<file path="src/rtl/pipe_interlock_pkg.sv">
// Shared constants for the pipeline interlock: forward-select codes, register-zero
// index, in-flight entry bit layout and default parameter values.
package pipe_interlock_pkg;

    localparam int REG_AW_DEF   = 5;
    localparam int WB_LAT_DEF   = 3;
    localparam int LOAD_LAT_DEF = 2;
    localparam int FWD_EN_DEF   = 1;
    localparam int BR_FLUSH_DEF = 2;
    localparam int CNT_W_DEF    = 16;

    localparam int FWD_W = 2;
    localparam logic [FWD_W-1:0] FWD_RF = '0;
    localparam int REG_ZERO = 0;

    // In-flight entry: {rd, load, wen, valid}, rd occupies the top REG_AW bits
    localparam int ENT_VALID  = 0;
    localparam int ENT_WEN    = 1;
    localparam int ENT_LOAD   = 2;
    localparam int ENT_RD_LSB = 3;

    function automatic int ent_width(input int reg_aw);
        return reg_aw + ENT_RD_LSB;
    endfunction

endpackage

</file>
<file path="src/rtl/pipe_interlock_if.sv">
// ID-stage side-band bundle between the pipeline (master) and the interlock unit (slave).
interface pipe_interlock_if #(
    parameter int REG_AW = 5,
    parameter int CNT_W  = 16
) ();
    import pipe_interlock_pkg::*;

    logic              id_valid;
    logic [REG_AW-1:0] id_rs;
    logic              id_rs_use;
    logic [REG_AW-1:0] id_rt;
    logic              id_rt_use;
    logic [REG_AW-1:0] id_rd;
    logic              id_wen;
    logic              id_load;
    logic              br_taken;
    logic              stall;
    logic              flush;
    logic [FWD_W-1:0]  fwd_a;
    logic [FWD_W-1:0]  fwd_b;
    logic [CNT_W-1:0]  stall_cnt;

    modport master (
        output id_valid, id_rs, id_rs_use, id_rt, id_rt_use, id_rd, id_wen, id_load, br_taken,
        input  stall, flush, fwd_a, fwd_b, stall_cnt
    );

    modport slave (
        input  id_valid, id_rs, id_rs_use, id_rt, id_rt_use, id_rd, id_wen, id_load, br_taken,
        output stall, flush, fwd_a, fwd_b, stall_cnt
    );

endinterface

</file>
<file path="src/rtl/pipe_interlock_inflight_sb.sv">
// In-flight producer table (slot1 = EX ... slot WB_LAT = WB) with a youngest-match
// search per source operand. The WB slot is kept only to model the drop-out point.
module pipe_interlock_inflight_sb
    import pipe_interlock_pkg::*;
#(
    parameter int REG_AW = REG_AW_DEF,
    parameter int WB_LAT = WB_LAT_DEF
) (
    input  logic              i_clk,
    input  logic              i_rst_n,
    input  logic              i_issue,
    input  logic [REG_AW-1:0] i_rd,
    input  logic              i_wen,
    input  logic              i_load,
    input  logic [REG_AW-1:0] i_src_a,
    input  logic [REG_AW-1:0] i_src_b,
    output logic              o_match_a,
    output logic [FWD_W-1:0]  o_slot_a,
    output logic              o_load_a,
    output logic              o_match_b,
    output logic [FWD_W-1:0]  o_slot_b,
    output logic              o_load_b
);

    localparam int EW = ent_width(REG_AW);

    logic [EW-1:0] r_slot [1:WB_LAT];
    logic [EW-1:0] w_new;

    function automatic logic slot_hit(input logic [EW-1:0] e, input logic [REG_AW-1:0] s);
        return e[ENT_VALID] & e[ENT_WEN] & (e[ENT_RD_LSB +: REG_AW] == s);
    endfunction

    always_comb begin
        w_new = '0;
        if (i_issue) begin
            w_new[ENT_VALID]             = 1'b1;
            w_new[ENT_WEN]               = i_wen;
            w_new[ENT_LOAD]              = i_load;
            w_new[ENT_RD_LSB +: REG_AW]  = i_rd;
        end
    end

    always_ff @(posedge i_clk or negedge i_rst_n) begin
        if (!i_rst_n) begin
            for (int k = 1; k <= WB_LAT; k++) r_slot[k] <= '0;
        end else begin
            r_slot[1] <= w_new;
            for (int k = 2; k <= WB_LAT; k++) r_slot[k] <= r_slot[k-1];
        end
    end

    // Scan oldest to youngest so the lowest matching slot overwrites the result.
    always_comb begin
        o_match_a = 1'b0;
        o_slot_a  = FWD_RF;
        o_load_a  = 1'b0;
        o_match_b = 1'b0;
        o_slot_b  = FWD_RF;
        o_load_b  = 1'b0;
        for (int k = WB_LAT - 1; k >= 1; k--) begin
            if (slot_hit(r_slot[k], i_src_a)) begin
                o_match_a = 1'b1;
                o_slot_a  = FWD_W'(k);
                o_load_a  = r_slot[k][ENT_LOAD];
            end
            if (slot_hit(r_slot[k], i_src_b)) begin
                o_match_b = 1'b1;
                o_slot_b  = FWD_W'(k);
                o_load_b  = r_slot[k][ENT_LOAD];
            end
        end
    end

endmodule

</file>
<file path="src/rtl/pipe_interlock.sv">
// Hazard/interlock unit beside ID: stalls only on RAW hazards that forwarding cannot
// cover, drives EX forward selects and squashes wrong-path slots after a taken branch.
module pipe_interlock
    import pipe_interlock_pkg::*;
#(
    parameter int REG_AW   = REG_AW_DEF,
    parameter int WB_LAT   = WB_LAT_DEF,
    parameter int LOAD_LAT = LOAD_LAT_DEF,
    parameter int FWD_EN   = FWD_EN_DEF,
    parameter int BR_FLUSH = BR_FLUSH_DEF,
    parameter int CNT_W    = CNT_W_DEF
) (
    input  logic           i_clk,
    input  logic           i_rst_n,
    pipe_interlock_if.slave bus
);

    localparam int FLUSH_W = $clog2(BR_FLUSH) + 1;

    logic [FLUSH_W-1:0] r_flush_cnt;
    logic [CNT_W-1:0]   r_stall_cnt;

    logic             w_match_a, w_match_b;
    logic             w_load_a, w_load_b;
    logic [FWD_W-1:0] w_slot_a, w_slot_b;
    logic             w_use_a, w_use_b;
    logic             w_hz_a, w_hz_b;
    logic             w_flush, w_stall, w_issue;

    pipe_interlock_inflight_sb #(
        .REG_AW (REG_AW),
        .WB_LAT (WB_LAT)
    ) u_sb (
        .i_clk     (i_clk),
        .i_rst_n   (i_rst_n),
        .i_issue   (w_issue),
        .i_rd      (bus.id_rd),
        .i_wen     (bus.id_wen),
        .i_load    (bus.id_load),
        .i_src_a   (bus.id_rs),
        .i_src_b   (bus.id_rt),
        .o_match_a (w_match_a),
        .o_slot_a  (w_slot_a),
        .o_load_a  (w_load_a),
        .o_match_b (w_match_b),
        .o_slot_b  (w_slot_b),
        .o_load_b  (w_load_b)
    );

    assign w_use_a = bus.id_rs_use & (bus.id_rs != REG_AW'(REG_ZERO));
    assign w_use_b = bus.id_rt_use & (bus.id_rt != REG_AW'(REG_ZERO));

    // A matched producer is a hazard when forwarding is off or a load has not yet
    // reached the first slot that can supply its data.
    assign w_hz_a = w_use_a & w_match_a &
                    ((FWD_EN == 0) | (w_load_a & (int'(w_slot_a) < LOAD_LAT)));
    assign w_hz_b = w_use_b & w_match_b &
                    ((FWD_EN == 0) | (w_load_b & (int'(w_slot_b) < LOAD_LAT)));

    assign w_flush = bus.br_taken | (r_flush_cnt != '0);
    assign w_stall = bus.id_valid & (w_hz_a | w_hz_b) & ~w_flush;
    assign w_issue = bus.id_valid & ~w_stall & ~w_flush;

    assign bus.stall     = w_stall;
    assign bus.flush     = w_flush;
    assign bus.fwd_a     = (w_use_a & w_match_a & ~w_hz_a) ? w_slot_a : FWD_RF;
    assign bus.fwd_b     = (w_use_b & w_match_b & ~w_hz_b) ? w_slot_b : FWD_RF;
    assign bus.stall_cnt = r_stall_cnt;

    always_ff @(posedge i_clk or negedge i_rst_n) begin
        if (!i_rst_n) begin
            r_flush_cnt <= '0;
            r_stall_cnt <= '0;
        end else begin
            if (bus.br_taken)
                r_flush_cnt <= FLUSH_W'(BR_FLUSH - 1);
            else if (r_flush_cnt != '0)
                r_flush_cnt <= r_flush_cnt - 1'b1;

            if (w_stall && (r_stall_cnt != '1))
                r_stall_cnt <= r_stall_cnt + 1'b1;
        end
    end

endmodule

</file>
<file path="src/flat_wrapper.sv">
// flat-port wrapper written by rule: the top's interface ports become plain ports
module pipe_interlock_flat import pipe_interlock_pkg::*;
#(
    parameter int REG_AW   = REG_AW_DEF,
    parameter int WB_LAT   = WB_LAT_DEF,
    parameter int LOAD_LAT = LOAD_LAT_DEF,
    parameter int FWD_EN   = FWD_EN_DEF,
    parameter int BR_FLUSH = BR_FLUSH_DEF,
    parameter int CNT_W    = CNT_W_DEF
)
  (i_clk, i_rst_n, bus_id_valid, bus_id_rs, bus_id_rs_use, bus_id_rt, bus_id_rt_use, bus_id_rd, bus_id_wen, bus_id_load, bus_br_taken, bus_stall, bus_flush, bus_fwd_a, bus_fwd_b, bus_stall_cnt);
  pipe_interlock_if #(.REG_AW(REG_AW), .CNT_W(CNT_W)) bus_i ();
  input  logic i_clk;
  input  logic i_rst_n;
  input wire logic [$bits(bus_i.id_valid)-1:0] bus_id_valid;
  input wire logic [$bits(bus_i.id_rs)-1:0] bus_id_rs;
  input wire logic [$bits(bus_i.id_rs_use)-1:0] bus_id_rs_use;
  input wire logic [$bits(bus_i.id_rt)-1:0] bus_id_rt;
  input wire logic [$bits(bus_i.id_rt_use)-1:0] bus_id_rt_use;
  input wire logic [$bits(bus_i.id_rd)-1:0] bus_id_rd;
  input wire logic [$bits(bus_i.id_wen)-1:0] bus_id_wen;
  input wire logic [$bits(bus_i.id_load)-1:0] bus_id_load;
  input wire logic [$bits(bus_i.br_taken)-1:0] bus_br_taken;
  output wire logic [$bits(bus_i.stall)-1:0] bus_stall;
  output wire logic [$bits(bus_i.flush)-1:0] bus_flush;
  output wire logic [$bits(bus_i.fwd_a)-1:0] bus_fwd_a;
  output wire logic [$bits(bus_i.fwd_b)-1:0] bus_fwd_b;
  output wire logic [$bits(bus_i.stall_cnt)-1:0] bus_stall_cnt;
  assign bus_i.id_valid = bus_id_valid;
  assign bus_i.id_rs = bus_id_rs;
  assign bus_i.id_rs_use = bus_id_rs_use;
  assign bus_i.id_rt = bus_id_rt;
  assign bus_i.id_rt_use = bus_id_rt_use;
  assign bus_i.id_rd = bus_id_rd;
  assign bus_i.id_wen = bus_id_wen;
  assign bus_i.id_load = bus_id_load;
  assign bus_i.br_taken = bus_br_taken;
  assign bus_stall = bus_i.stall;
  assign bus_flush = bus_i.flush;
  assign bus_fwd_a = bus_i.fwd_a;
  assign bus_fwd_b = bus_i.fwd_b;
  assign bus_stall_cnt = bus_i.stall_cnt;
  pipe_interlock #(.REG_AW(REG_AW), .WB_LAT(WB_LAT), .LOAD_LAT(LOAD_LAT), .FWD_EN(FWD_EN), .BR_FLUSH(BR_FLUSH), .CNT_W(CNT_W)) u_core (.i_clk(i_clk), .i_rst_n(i_rst_n), .bus(bus_i));
endmodule
</file>
<file path="config.mk">
export PLATFORM = sky130hd
export DESIGN_NAME = pipe_interlock_flat
export DESIGN_NICKNAME = d
export VERILOG_FILES = /design/src/rtl/pipe_interlock_pkg.sv /design/src/rtl/pipe_interlock_if.sv /design/src/rtl/pipe_interlock_inflight_sb.sv /design/src/rtl/pipe_interlock.sv /design/src/flat_wrapper.sv
export SDC_FILE = /design/constraint.sdc
export NUM_CORES = 1
export LEC_CHECK = 0
export ABC_AREA = 1
export ABC_CLOCK_PERIOD_IN_PS = 4350
export CAP_MARGIN = 10
export CORE_MARGIN = 5
export CORE_UTILIZATION = 54
export DETAILED_ROUTE_END_ITERATION = 16
export PLACE_DENSITY = 0.94
export SYNTH_ARGS = -nofsm -noshare
export SYNTH_HDL_FRONTEND = slang
export SYNTH_SLANG_ARGS = --single-unit
</file>
<file path="constraint.sdc">
create_clock -name i_clk -period 4.35 [get_ports i_clk]
set_input_delay 0.87 -clock i_clk [delete_from_list [all_inputs] [get_ports i_clk]]
set_output_delay 0.87 -clock i_clk [all_outputs]
set_load 0.01 [all_outputs]
</file>
==> reports/summary.log <==
[layout] Multi-input gate area 1020 um2
[sta] sum of negative setup slack 0 ps
[power_and_ir_drop] worst-case vdd ir drop 0.233 mV
[sta] total setup violations reported at the end of the flow 0
[global_routing] gr ovfl total 0
[power_and_ir_drop] sequential group share of total power 0.452
[setup_path] depth of the critical timing path with buffers and inverters included 10
[clock_tree] buffer cell driving the clock tree root clkbuf_8
[clock_tree] number of sinks driven by the clock tree 33
[setup_path] crit path cell chain clkdlybuf4s50_1 > inv_1 > a21oi_2 > nand2_1 > nor2_4 > nand3_2 > nand2_2 > nand3_2 > clkinv_1 > clkdlybuf4s50_1
[sta] f_max 278 MHz
[drt] WL per Instance 13.7 um
[yosys] Netlist cell types 27
[drt] Antenna Violating Nets Remaining 0
[drt] final wirelength 4.81 mm
[layout] count of fill cells added during filler insertion 266
[yosys] netlist area before placement 1980 um2
[yosys] top cells by area in the synthesized netlist dfrtp_1 (42%), nand2_1 (12%), nand3_1 (6.6%)
[sta] Max transition margin 0.732
[power_and_ir_drop] Power per Cell Area 283 nW/um2
[layout] antenna diode count 0
[power_and_ir_drop] static leakage 1.22 nW
[yosys] Mapped Nets 274
[clock_tree] quantity of gates resized following cts 0
[global_routing] pin count of the biggest net entering global routing 34
[setup_path] cell depth of the worst flop-to-flop path 8
[sta] slew of the pin with the lowest slew margin 402 ps
[clock_tree] clock latency of the later-clocked register in the worst-skew pair 290 ps
[placement] global placer's final weighted congestion 0.923
[yosys] cell type with the highest aggregate area in the netlist dfrtp_1
[yosys] Post-Synthesis Mean Instance Area 7.96 um2
[run] Max Cap Violations 0
[sta] setup repair after global routing missed its margin no
[sta] Fin Clk Skew 5.60 ps
[yosys] area share of the largest cell type after synthesis 0.417
[layout] Final Net Count 326
[power_and_ir_drop] share of total power in the clock network 0.413
[floorplan] Core Rows 22
[floorplan] Horiz. Die Dim 70.6 um
[placement] half-perimeter wire length after placement 3.63 mm
[clock_tree] TritonCTS clock tree built
[clock_tree] H-tree level count 2
[floorplan] core area 3610 um2
[sta] Tcrit/Tclk final 0.828
[setup_path] setup slack of the most critical reg-to-reg path 2560 ps
[sta] Final Hold Vio Count 0
[yosys] Yosys Warn Count 0
[global_routing] number of antenna violations at the first check in global routing 0
[global_routing] number of global-route vias before repair 1,674
[drt] via total after detailed routing 1,791
[setup_path] nature of the critical path endpoint output port
[clock_tree] hold_buf cts 0
[yosys] number of flip-flops and latches in the synthesized netlist 33
[yosys] synthesized instance count 249
[floorplan] total I/O pin count 45
[clock_tree] CTS buffer count 5
[setup_path] total buffers and inverters traversed by the critical path 4
[setup_path] Largest delay share family, worst path buffers and inverters
[setup_path] critical path data required time 3480 ps
[drt] DRC violation count after routing 0
[run_status] status complete, no violations
[setup_path] Max FO, Critical Path 4
[layout] most common cell after layout, fill and taps aside nand2_1
[global_routing] total routing usage reported by global routing 0.199
[sta] Slew Limit Fails 0
[floorplan] height of the die 70.6 um
[layout] area of all sequential standard cells 826 um2
[layout] most used cells in the layout excluding fill and tap cells nand2_1 (64), clkdlybuf4s50_1 (44), inv_1 (33), dfrtp_1 (33), nand3_1 (26)
[setup_path] arrival time worst endpoint 2730 ps
[placement] placed standard-cell area 2490 um2
[clock_tree] clk buf depth 2
[power_and_ir_drop] switching fraction of total power 0.253
[drt] detailed-routing iteration count for the pre-antenna-repair pass 4
[global_routing] wire length of the first global-routing pass 7.82 mm
[floorplan] effective utilization at floorplan 0.550
[power_and_ir_drop] switching power of the nets 0.000187 W
[power_and_ir_drop] internal power consumption 0.000551 W
[placement] PortBufs 44
[hold_path] path type of the worst min-delay path reg2reg
[floorplan] die area 4980 um2
[setup_path] CP Launch Type primary input
[setup_path] slowest stage delay, CP 540 ps
[hold_path] cell depth of the worst min-delay path 0
[setup_path] master of the slowest instance on the critical path clkdlybuf4s50_1
[layout] P&R area growth vs syn 31.7%
[clock_tree] clock-pin slew on the worst setup and hold paths 70 ps
[yosys] sequential-to-total area share from yosys stat 0.417
[layout] fin area 2610 um2
[power_and_ir_drop] total power draw 0.000738 W
[drt] number of violations reported at the end of detailed-routing iteration 0 152
[power_and_ir_drop] combinational group share of total power 0.134
[layout] layout cell share with drive strength beyond 1 0.106
[sta] post-layout minimum cycle time 3600 ps
[drt] vias per inst 5.12
[clock_tree] # Post-CTS Setup Buffers 0
[setup_path] classification of the worst setup path in2out
[sta] Post-Route Hold Slack 381 ps
==> Yosys cell counts <==
cell type / number
nor4_1: 2
and2_1: 1
xor2_1: 13
nand3_1: 26
nand2_1: 64
nand3_2: 5
o21ai_1: 1
inv_1: 33
nand4_4: 1
clkinv_1: 2
nand3_4: 1
nor3_1: 3
o21ai_0: 3
nor2_4: 6
o31ai_1: 1
inv_2: 1
a21oi_1: 3
nand4_1: 8
ha_1: 2
dfrtp_1: 33
nand2_2: 3
xnor2_1: 8
nor3_4: 1
nor2_2: 3
nor2_1: 23
a21oi_2: 1
nor3_2: 1
==> layer usage <==
layer,share of wire,vias to the layer above,track usage
li1,-,893,-
met1,0.44,832,0.255
met2,0.49,56,0.327
met3,0.048,10,0.0455
met4,0.024,0,0.0752
met5,0,-,0
==> cells by family after synthesis <==
group | Yosys count | share of synthesized area
compound gates | 9 | 0.0259
xor+xnor | 21 | 0.0928
fa+ha+maj | 2 | 0.0126
buf+inv | 36 | 0.0682
flops | 33 | 0.417
simple gates | 148 | 0.384
==> sequential cells by signal, summed over array words and instances (netlist names) <==
signal / count
u_core.u_sb.r_slot: 15
u_core.bus.stall_cnt: 16
u_core.r_flush_cnt: 2
==> cell type report <==
cell class / count / area share
multi-input cells: 180 / 0.391
clock buffers: 6 / 0.0316
well taps: 48 / 0.0230
clock inverters: 2 / 0.0144
flip-flops and latches: 33 / 0.316
inverters: 36 / 0.0518
repair buffers: 45 / 0.172
==> final timing paths <==
check	from	to
min in group asynchronous	i_rst_n	u_core.u_sb.r_slot[14]
max	bus_id_rt[3]	bus_stall
max reg2reg	u_core.r_flush_cnt[0]	u_core.u_sb.r_slot[20]
min	u_core.u_sb.r_slot[20]	u_core.u_sb.r_slot[12]
max in group asynchronous	i_rst_n	u_core.bus.stall_cnt[9]
min reg2reg	u_core.u_sb.r_slot[20]	u_core.u_sb.r_slot[12]
==> power groups by stage <==
stage | Combinational, W | Clock, W | Sequential, W
final | 0.0000991 | 0.000305 | 0.000334
after global routing | 0.000111 | 0.000323 | 0.000335
after CTS | 0.000100 | 0.000308 | 0.000333
after detailed placement | 0.0000993 | 0 | 0.000339
after global placement | 0.0000964 | 0 | 0.000338
after floorplan | 0.0000537 | 0 | 0.000336
==> per-stage QoR <==
step	worst slack (ps)	utilization	instances
final	748	0.724	350
after global routing	621	0.724	350
after CTS	744	0.724	350
after detailed placement	783	0.690	342
after global placement	813	0.690	342
after floorplan	1930	-	249
Note: power is estimated with default switching activity, not from simulation.
